### src/rtl/pal_field_padder_if.sv
// rtl/pal_field_padder_if.sv - VDG sync inputs and padded sync/hold outputs of pal_field_padder
interface pal_field_padder_if;
  logic HSn;
  logic FSn;
  logic HOLDn;
  logic HSOUTn;
  logic FSOUTn;
  logic PADACT;
  logic PADERR;

  modport master (
    output HSn,
    output FSn,
    input  HOLDn,
    input  HSOUTn,
    input  FSOUTn,
    input  PADACT,
    input  PADERR
  );

  modport slave (
    input  HSn,
    input  FSn,
    output HOLDn,
    output HSOUTn,
    output FSOUTn,
    output PADACT,
    output PADERR
  );
endinterface

### src/rtl/pal_field_padder.sv
// rtl/pal_field_padder.sv - Stretches the VDG's 262-line field to 312 lines by holding the VDG
// through two padding windows per field and generating substitute horizontal syncs meanwhile.
module pal_field_padder #(
  parameter int LINE_CLKS  = 228,
  parameter int HS_CLKS    = 17,
  parameter int PAD1_START = 24,
  parameter int PAD2_START = 1,
  parameter int PAD_LINES  = 25
) (
  input  logic              CLK,
  input  logic              RST,
  pal_field_padder_if.slave sig
);

  typedef enum logic [2:0] {
    IDLE       = 3'd0,
    WAIT1      = 3'd1,
    PAD1       = 3'd2,
    WAIT1_DONE = 3'd3,
    WAIT2      = 3'd4,
    PAD2       = 3'd5
  } state_t;

  localparam logic [8:0] LINE_LAST = 9'(LINE_CLKS - 1);
  localparam logic [8:0] HS_WIDTH  = 9'(HS_CLKS);
  localparam logic [7:0] START1    = 8'(PAD1_START);
  localparam logic [7:0] START2    = 8'(PAD2_START);
  localparam logic [7:0] PAD_COUNT = 8'(PAD_LINES);

  state_t     state_q, state_d;
  logic       hs_m_q, hs_m_d;
  logic       hs_s_q, hs_s_d;
  logic       hs_dly_q, hs_dly_d;
  logic       fs_m_q, fs_m_d;
  logic       fs_s_q, fs_s_d;
  logic       fs_dly_q, fs_dly_d;
  logic [7:0] line_cnt_q, line_cnt_d;
  logic [8:0] timer_q, timer_d;
  logic [7:0] pad_cnt_q, pad_cnt_d;
  logic       hold_q, hold_d;
  logic       padact_q, padact_d;
  logic       hsout_q, hsout_d;
  logic       fsout_q, fsout_d;
  logic       paderr_q, paderr_d;

  logic       hs_fall;
  logic       fs_fall;
  logic       fs_rise;
  logic       fs_edge;
  logic       hs_count;
  logic [7:0] line_inc;
  logic       timer_wrap;
  logic       win_done;
  logic       in_pad;

  // Synchronisers, edge detection and the VDG line counter.
  always_comb begin
    hs_m_d   = sig.HSn;
    hs_s_d   = hs_m_q;
    hs_dly_d = hs_s_q;
    fs_m_d   = sig.FSn;
    fs_s_d   = fs_m_q;
    fs_dly_d = fs_s_q;

    hs_fall  = hs_dly_q & ~hs_s_q;
    fs_fall  = fs_dly_q & ~fs_s_q;
    fs_rise  = ~fs_dly_q & fs_s_q;
    fs_edge  = fs_fall | fs_rise;
    // A field edge swallows a coincident line edge.
    hs_count = hs_fall & ~fs_edge;

    line_inc = (line_cnt_q == 8'hFF) ? line_cnt_q : line_cnt_q + 8'd1;

    line_cnt_d = line_cnt_q;
    if (fs_edge) begin
      line_cnt_d = 8'd0;
    end else if (hs_count) begin
      line_cnt_d = line_inc;
    end
  end

  // Window sequencing and the padding line timer.
  always_comb begin
    state_d    = state_q;
    timer_d    = 9'd0;
    pad_cnt_d  = 8'd0;
    paderr_d   = paderr_q;
    timer_wrap = (timer_q == LINE_LAST);
    win_done   = timer_wrap && ((pad_cnt_q + 8'd1) == PAD_COUNT);

    case (state_q)
      IDLE: begin
        if (fs_fall) begin
          state_d = WAIT1;
        end
      end
      WAIT1: begin
        if (fs_rise) begin
          state_d = WAIT2;
        end else if (hs_count && (line_inc == START1)) begin
          state_d = PAD1;
        end
      end
      WAIT1_DONE: begin
        if (fs_rise) begin
          state_d = WAIT2;
        end
      end
      WAIT2: begin
        if (fs_fall) begin
          state_d = WAIT1;
        end else if (hs_count && (line_inc == START2)) begin
          state_d = PAD2;
        end
      end
      PAD1, PAD2: begin
        // The VDG is frozen here, so any field edge means the hold failed.
        if (fs_edge) begin
          paderr_d = 1'b1;
          state_d  = fs_fall ? WAIT1 : WAIT2;
        end else if (win_done) begin
          state_d = (state_q == PAD1) ? WAIT1_DONE : IDLE;
        end else begin
          timer_d   = timer_wrap ? 9'd0 : timer_q + 9'd1;
          pad_cnt_d = timer_wrap ? pad_cnt_q + 8'd1 : pad_cnt_q;
        end
      end
      default: begin
        state_d = IDLE;
      end
    endcase

    in_pad   = (state_d == PAD1) || (state_d == PAD2);
    hold_d   = ~in_pad;
    padact_d = in_pad;
    hsout_d  = in_pad ? (timer_d >= HS_WIDTH) : hs_s_q;
    fsout_d  = fs_s_q;
  end

  always_ff @(posedge CLK or posedge RST) begin
    if (RST) begin
      state_q    <= IDLE;
      hs_m_q     <= 1'b1;
      hs_s_q     <= 1'b1;
      hs_dly_q   <= 1'b1;
      fs_m_q     <= 1'b1;
      fs_s_q     <= 1'b1;
      fs_dly_q   <= 1'b1;
      line_cnt_q <= 8'd0;
      timer_q    <= 9'd0;
      pad_cnt_q  <= 8'd0;
      hold_q     <= 1'b1;
      padact_q   <= 1'b0;
      hsout_q    <= 1'b1;
      fsout_q    <= 1'b1;
      paderr_q   <= 1'b0;
    end else begin
      state_q    <= state_d;
      hs_m_q     <= hs_m_d;
      hs_s_q     <= hs_s_d;
      hs_dly_q   <= hs_dly_d;
      fs_m_q     <= fs_m_d;
      fs_s_q     <= fs_s_d;
      fs_dly_q   <= fs_dly_d;
      line_cnt_q <= line_cnt_d;
      timer_q    <= timer_d;
      pad_cnt_q  <= pad_cnt_d;
      hold_q     <= hold_d;
      padact_q   <= padact_d;
      hsout_q    <= hsout_d;
      fsout_q    <= fsout_d;
      paderr_q   <= paderr_d;
    end
  end

  assign sig.HOLDn  = hold_q;
  assign sig.HSOUTn = hsout_q;
  assign sig.FSOUTn = fsout_q;
  assign sig.PADACT = padact_q;
  assign sig.PADERR = paderr_q;

endmodule

### src/flat_wrapper.sv
// flat-port wrapper written by rule: the top's interface ports become plain ports
module pal_field_padder_flat 
#(
  parameter int LINE_CLKS  = 228,
  parameter int HS_CLKS    = 17,
  parameter int PAD1_START = 24,
  parameter int PAD2_START = 1,
  parameter int PAD_LINES  = 25
)
  (CLK, RST, sig_HSn, sig_FSn, sig_HOLDn, sig_HSOUTn, sig_FSOUTn, sig_PADACT, sig_PADERR);
  pal_field_padder_if sig_i ();
  input  logic CLK;
  input  logic RST;
  input wire logic [$bits(sig_i.HSn)-1:0] sig_HSn;
  input wire logic [$bits(sig_i.FSn)-1:0] sig_FSn;
  output wire logic [$bits(sig_i.HOLDn)-1:0] sig_HOLDn;
  output wire logic [$bits(sig_i.HSOUTn)-1:0] sig_HSOUTn;
  output wire logic [$bits(sig_i.FSOUTn)-1:0] sig_FSOUTn;
  output wire logic [$bits(sig_i.PADACT)-1:0] sig_PADACT;
  output wire logic [$bits(sig_i.PADERR)-1:0] sig_PADERR;
  assign sig_i.HSn = sig_HSn;
  assign sig_i.FSn = sig_FSn;
  assign sig_HOLDn = sig_i.HOLDn;
  assign sig_HSOUTn = sig_i.HSOUTn;
  assign sig_FSOUTn = sig_i.FSOUTn;
  assign sig_PADACT = sig_i.PADACT;
  assign sig_PADERR = sig_i.PADERR;
  pal_field_padder #(.LINE_CLKS(LINE_CLKS), .HS_CLKS(HS_CLKS), .PAD1_START(PAD1_START), .PAD2_START(PAD2_START), .PAD_LINES(PAD_LINES)) u_core (.CLK(CLK), .RST(RST), .sig(sig_i));
endmodule
### config.mk
export PLATFORM = sky130hd
export DESIGN_NAME = pal_field_padder_flat
export DESIGN_NICKNAME = d
export VERILOG_FILES = /design/src/rtl/pal_field_padder_if.sv /design/src/rtl/pal_field_padder.sv /design/src/flat_wrapper.sv
export SDC_FILE = /design/constraint.sdc
export NUM_CORES = 1
export LEC_CHECK = 0
export CAP_MARGIN = 10
export CORE_MARGIN = 2
export CORE_UTILIZATION = 45
export DETAILED_ROUTE_END_ITERATION = 8
export GPL_ROUTABILITY_DRIVEN = 0
export SYNTH_ARGS = -nofsm -noshare
export SYNTH_HDL_FRONTEND = slang
export SYNTH_SLANG_ARGS = --single-unit
### constraint.sdc
create_clock -name CLK -period 2.3 [get_ports CLK]
set_input_delay 0.46 -clock CLK [delete_from_list [all_inputs] [get_ports CLK]]
set_output_delay 0.46 -clock CLK [all_outputs]
set_load 0.01 [all_outputs]
==> impl_metrics.toml, run 1 <==
[outcome]
status = "complete, but fails checks"
violations = "setup timing"

[critical_path]
endpoint = "u_core.sig.HOLDn"
reg2reg_depth = 8
rr_endpoint = "u_core.sig.HOLDn"
startpoint = "u_core.fs_dly_q"
crit_path_top_delay_cell = "dfstp_2"
path_class = "reg2reg"
r2r_slack_ps = -20
crit_path_start_kind = "flop"
required_ps = 2520
cp_max_fo = 4
crit_chain = "inv_2 -> ha_4 -> nor3b_4 -> nand4_1 -> a211oi_2 -> a2111oi_4 -> or3_4 -> o211a_1"
critPathCaptureType = "flop"
slowest_delay_ps = 550
r2r-start = "u_core.fs_dly_q"
arrival_ps = 2540

[power_and_ir_drop]
vdd_drop_max_uv = 460
clockPowerShare_pct = 31.4
swShare_pct = 28.7
combPwrFrac_pct = 23.9
p_seq_share_pct = 44.7
pwr_density_cell_mw_per_mm2 = 683
internal_power_mw = 1.29
p_leak_nw = 1.07
total_power_mw = 1.81
p_switching_mw = 0.519

[cts]
clock-sinks = 38
root_buffer = "clkbuf_8"
numCtsBuffers = 5
htree_levels = 2
path_clk_slew_ps = 80
holdBufCountCts = 0
clockBufferDepth = 2
cts_tree = "yes"
clk_latency_ps = 290

[placed_design]
place_area_sq_mm = 0.00247
dp_hpwl_um = 3320
io_buffers = 8
dpl_worst_slack_ps = 12.5

[grt]
grt_pass1_vias = 1665
grt_max_degree = 39
antenna_found_initial = 0
track_usage_pct = 18.3
grt_overflow_total = 0
grt_pass1_wl_um = 7820

[sta]
worst_pin_slew_ps = 472
slew_viol_final = 0
setup_violations = 1
fin_crit_sh_pct = 101
max_slew_margin_pct = 68.5
grt_setup_unrepaired = "yes"
skew_ps = 4.17
hold_viol_final = 0
max_freq_mhz = 432
setup_ws_ps = -16.7
timing.final.crit_period_ps = 2320

[drt]
dr.pass1.iters = 4
route.met3.wl_um = 236
vias = 1846
viasPerCell = 5.70
drcViolationCount = 0
drtAntennaViolNets = 0
wl_met2_um = 1970
drt_iter0_drc = 158
wl_met1_um = 2390
routedWlPerCell_um = 14.3
routed_wirelength_um = 4640
routed.top_layer = "met4"

[worst_hold_path]
hold_depth = 0
hp-class = "reg2reg"

[synth]
synth_area_leader_cell = "dfrtp_1"
synth_commonest_cells = "dfrtp_1 (30), nor2_1 (19), nand2_1 (16), nand3_1 (14)"
synthDominantCellAreaShare_pct = 33.0
ys_ff_latch = 38
synthTopCellsByArea = "dfrtp_1 (33%), dfstp_2 (9.2%), ha_1 (3.3%), nor2_1 (3.1%), nand3_1 (3.1%)"
synth_cells = 240
yosysMostFrequentCell = "dfrtp_1"
syn_area_sq_mm = 0.00227
syn-num-nets = 250
syn_avg_cell_area_sq_um = 9.47
yosys_warnings = 0
synth_edf_count = 0
synthArstFlopShare_pct = 100
synth.yosys.seq_area_share_pct = 42.3
ys.flop_type = "dfrtp_1"
yosysUniqueCellTypes = 61

[floorplanning]
rows = 25
io_pins = 9
initial_utilization_pct = 47.5
die_area_sq_mm = 0.00564
fp.coreArea_sq_mm = 0.00479
die_x_um = 75.1
fp.dieH_um = 75.1

[cells_and_area]
drive_above_1_share_pct = 18.7
areaGrowthSynthToFinish_pct = 16.3
final_nets = 266
diodes = 0
design_area_sq_mm = 0.00265

[job]
drv_cap = 0
==> layer usage <==
metal	track usage [%]	vias up
met1	27.8	893
met3	4.02	4
li1	-	906
met4	4.76	0
met5	0	-
met2	26.2	43
==> timing repair <==
item	in CTS	in global routing
endpoints found under the setup margin	1	8
buffers inserted	0	1
pin swaps	1	2
resized for setup	0	9
==> registers in the layout, summed over array words and instances (netlist names) <==
signal and flops:
u_core.timer_q 9, u_core.line_cnt_q 8, u_core.pad_cnt_q 8, u_core.state_q 3, u_core.fs_dly_d 1, u_core.fs_dly_q 1, u_core.fs_m_q 1, u_core.hs_dly_d 1
u_core.hs_dly_q 1, u_core.hs_m_q 1, u_core.sig.HOLDn 1, u_core.sig.HSOUTn 1, u_core.sig.PADACT 1, u_core.sig.PADERR 1
==> cells by family after synthesis <==
family / count (synthesis) / share of synthesized area [%]
AND/OR/NAND/NOR: 101 / 26.5
AO/OA/AOI/OAI: 57 / 17.4
flip-flops: 38 / 42.3
buffers and inverters: 23 / 4.62
XOR/XNOR: 13 / 5.01
adder cells (fa/ha/maj): 6 / 3.30
multiplexers: 2 / 0.881
==> cell usage in the layout (no fill, tap or decap), types with 4 or more instances in the layout <==
cell type and n:
nand2_1 16, clkbuf_8 5, dfstp_2 8, nand2b_1 5, inv_1 9, o21ai_0 10
a31oi_1 4, or3_1 4, nor2_1 19, and3_1 4, nor3_1 4, nand3_1 14
xnor2_1 6, xor2_1 7, ha_1 5, clkdlybuf4s50_1 8, buf_4 14, a21oi_1 9
dfrtp_1 30, nand4_1 5
==> how the worst min path moves through the flow <==
stage / start / to / slack [ps]
after global routing: u_core.fs_m_q / u_core.fs_dly_d / 370
after floorplan: u_core.fs_m_q / u_core.fs_dly_d / 350
after detailed placement: u_core.hs_m_q / u_core.hs_dly_d / 350
after global placement: u_core.hs_m_q / u_core.hs_dly_d / 350
after CTS: u_core.hs_m_q / u_core.hs_dly_d / 360
final: u_core.hs_m_q / u_core.hs_dly_d / 360
==> layout make-up <==
class,count,area (sq um)
Clock buffer,5,68.8
Clock inverter,3,45.0
Fill cell,424,2140
Inverter,10,37.5
Multi-Input combinational cell,179,1260
Sequential cell,38,961
Tap cell,67,83.8
Timing Repair Buffer,22,185
==> worst max-delay path: cells and delay by family, from the launching register on <==
family / cells / cell delay [ps]
buffers and inverters: 1 / 50
AOI/OAI and AO/OA: 3 / 720
and+or+nand+nor: 3 / 680
adders and majority gates: 1 / 260
DFF: 1 / 550
==> power groups by stage <==
stage	Clock, mW	Combinational, mW	Sequential [mW]
after floorplan	0	0.247	0.819
after global placement	0	0.403	0.817
after detailed placement	0	0.401	0.816
after CTS	0.585	0.403	0.803
after global routing	0.617	0.482	0.815
final	0.567	0.432	0.807
==> stage by stage <==
step | hold WS (ps) | setup TNS [ps] | cells | util, %
detailed placement | 349 | 0 | 315 | 51.7
global route | 368 | -466 | 324 | 55.3
finish | 358 | -16.7 | 324 | 55.3
global placement | 346 | 0 | 315 | 51.7
floorplan | 345 | -4.44 | 240 | -
CTS | 361 | 0 | 323 | 54.0
Note: power is estimated with default switching activity, not from simulation.
==> run 2, diff against run 1 <==
--- a/config.mk
+++ b/config.mk
@@ -7,9 +7,11 @@
 export LEC_CHECK = 0
 export CAP_MARGIN = 10
 export CORE_MARGIN = 2
-export CORE_UTILIZATION = 45
+export CORE_UTILIZATION = 54
 export DETAILED_ROUTE_END_ITERATION = 8
 export GPL_ROUTABILITY_DRIVEN = 0
+export GPL_TIMING_DRIVEN = 0
+export PLACE_DENSITY = 0.75
 export SYNTH_ARGS = -nofsm -noshare
 export SYNTH_HDL_FRONTEND = slang
 export SYNTH_SLANG_ARGS = --single-unit
==> run 2 against run 1 <==
The run still ends with setup timing left. Maximum frequency grew 0.16%. Power grew 8.5%. Non-clock buffer count grew 7. Combinational power grew 6.0%. Critical endpoint unchanged.
==> impl_metrics.toml, run 2 (synthesized netlist as in run 1, its figures left out) <==
[outcome]
status = "complete, but fails checks"
violations = "setup timing"

[sta]
worst_pin_slew_ps = 762
timing.final.crit_period_ps = 2310
finalSetupTns_ps = -13.0
skew_ps = 6.42
setup_violations = 1
slew_viol_final = 0
grt_setup_unrepaired = "yes"
setup_ws_ps = -13.0
hold_viol_final = 0
max_slew_margin_pct = 49.1
max_freq_mhz = 432
fin_crit_sh_pct = 101

[power_and_ir_drop]
clockPowerShare_pct = 35.3
pwr_density_cell_mw_per_mm2 = 712
p_leak_nw = 1.12
swShare_pct = 26.6
vdd_drop_max_uv = 522
internal_power_mw = 1.44
p_seq_share_pct = 41.3
combPwrFrac_pct = 23.4
p_switching_mw = 0.521

[cells_and_area]
final_common_cell = "dfrtp_1"
multi_input_area_sq_mm = 0.00131
final_nets = 273
areaGrowthSynthToFinish_pct = 21.0
seqCellArea_sq_um = 965
largest_reg_flops = 9
diodes = 0
finalNonFillerCells = 314
n_fill_cell = 330
final_cell_mix = "dfrtp_1 (27), nor2_1 (19), nand2_1 (15)"
largest_register = "u_core.timer_q"
largestRegisters = "u_core.timer_q x9, u_core.line_cnt_q x8, u_core.pad_cnt_q x8"
design_area_sq_mm = 0.00275
drive_above_1_share_pct = 24.6

[cts]
holdBufCountCts = 0
numCtsBuffers = 5
path_clk_slew_ps = 80
clockBufferDepth = 2
clock-sinks = 38
cts_tree = "yes"
htree_levels = 2
root_buffer = "clkbuf_8"
clk_latency_ps = 280

[drt]
vias = 1890
routedWlPerCell_um = 15.5
drcViolationCount = 0
routed_wirelength_um = 4880
dr.pass1.iters = 5
drt_iter0_drc = 146
viasPerCell = 6.02
drtAntennaViolNets = 0

[grt]
grt_pass1_wl_um = 8110
grt_pass1_vias = 1797
grt_overflow_total = 0
grt_max_degree = 39
track_usage_pct = 23.0
antenna_found_initial = 0

[floorplanning]
initial_utilization_pct = 56.4
rows = 23
die_area_sq_mm = 0.00475
die_x_um = 68.9
fp.dieH_um = 68.9
fp.coreArea_sq_mm = 0.00403
io_pins = 9

[critical_path]
required_ps = 2510
crit_chain = "inv_2 -> ha_4 -> nor3b_4 -> nand4_1 -> a211oi_2 -> buf_4 -> a2111oi_4 -> or3_4 -> o211a_1"
slowest_delay_ps = 550
cp_max_fo = 4
crit_path_start_kind = "flop"
critPathCaptureType = "flop"
crit_path_top_delay_cell = "dfstp_2"
path_class = "reg2reg"
arrival_ps = 2530

[placed_design]
dpl_worst_slack_ps = -218
dp_hpwl_um = 3150
place_area_sq_mm = 0.00243
placed_cells = 298
io_buffers = 8

[worst_hold_path]
hp-class = "reg2reg"

[job]
drv_cap = 0
-- run 2: cell count changes in the layout (fill, tap and decap cells not counted), moves of 2 or more --
cell,delta
ha_4,+2
dfrtp_1,-3
buf_2,+6
clkinvlp_4,-2
dfrtp_2,+3
buf_4,-3
buf_6,+3
ha_1,-3
-- run 2: timing repair --
item	in CTS	in global routing
endpoints found under the setup margin	10	7
pin swaps	5	8
gates resized for setup	12	17
cloned	0	0
setup buffers	8	2
-- run 2: per-layer routing --
layer	routed length, um	track usage [%]	vias to the layer above
li1	-	-	919
met1	2220	31.1	918
met2	2410	37.3	45
met3	180	4.71	8
met4	59	6.62	0
met5	0	0	-
-- run 2: stage by stage --
| stage | hold WS (ps) | total power [mW] | utilization [%] |
|---|---|---|---|
| after floorplan | 345 | 1.07 | - |
| after global placement | 346 | 1.19 | 60.2 |
| after detailed placement | 353 | 1.20 | 60.2 |
| after CTS | 360 | 1.95 | 66.9 |
| after global routing | 369 | 2.07 | 68.3 |
| final | 355 | 1.96 | 68.3 |
-- run 2: worst max-delay path: cells and delay by family (launching register included) --
kind	cells	cell delay (ps)
compound gates	3	530
fa+ha+maj	1	270
buf+inv	2	200
flops	1	550
simple gates	3	690
-- run 2: area by class of cell --
class,count,share of cell area (%)
well taps,50,2.27
clock inverters,2,2.18
multi-input cells,179,47.7
clock buffers,6,3.00
flip-flops and latches,38,35.1
plain buffers,11,2.73
repair buffers,18,5.64
inverters,10,1.36
-- run 2: power groups by stage --
stage | Clock [mW] | Sequential, mW | Combinational, mW
after detailed placement | 0 | 0.811 | 0.393
after floorplan | 0 | 0.819 | 0.247
final | 0.691 | 0.810 | 0.458
after global routing | 0.738 | 0.821 | 0.511
after CTS | 0.705 | 0.806 | 0.438
after global placement | 0 | 0.812 | 0.380
-- run 2: path summary, 6_finish.rpt --
kind	slack [ps]	cells after the start	startpoint	end
min	350	0	u_core.fs_m_q	u_core.fs_dly_d
min reg2reg	350	0	u_core.fs_m_q	u_core.fs_dly_d
max in group asynchronous	1130	2	RST	u_core.pad_cnt_q[1]
max	-10	9	u_core.fs_dly_q	u_core.sig.HOLDn
max reg2reg	-10	9	u_core.fs_dly_q	u_core.sig.HOLDn
min in group asynchronous	610	2	RST	u_core.pad_cnt_q[3]
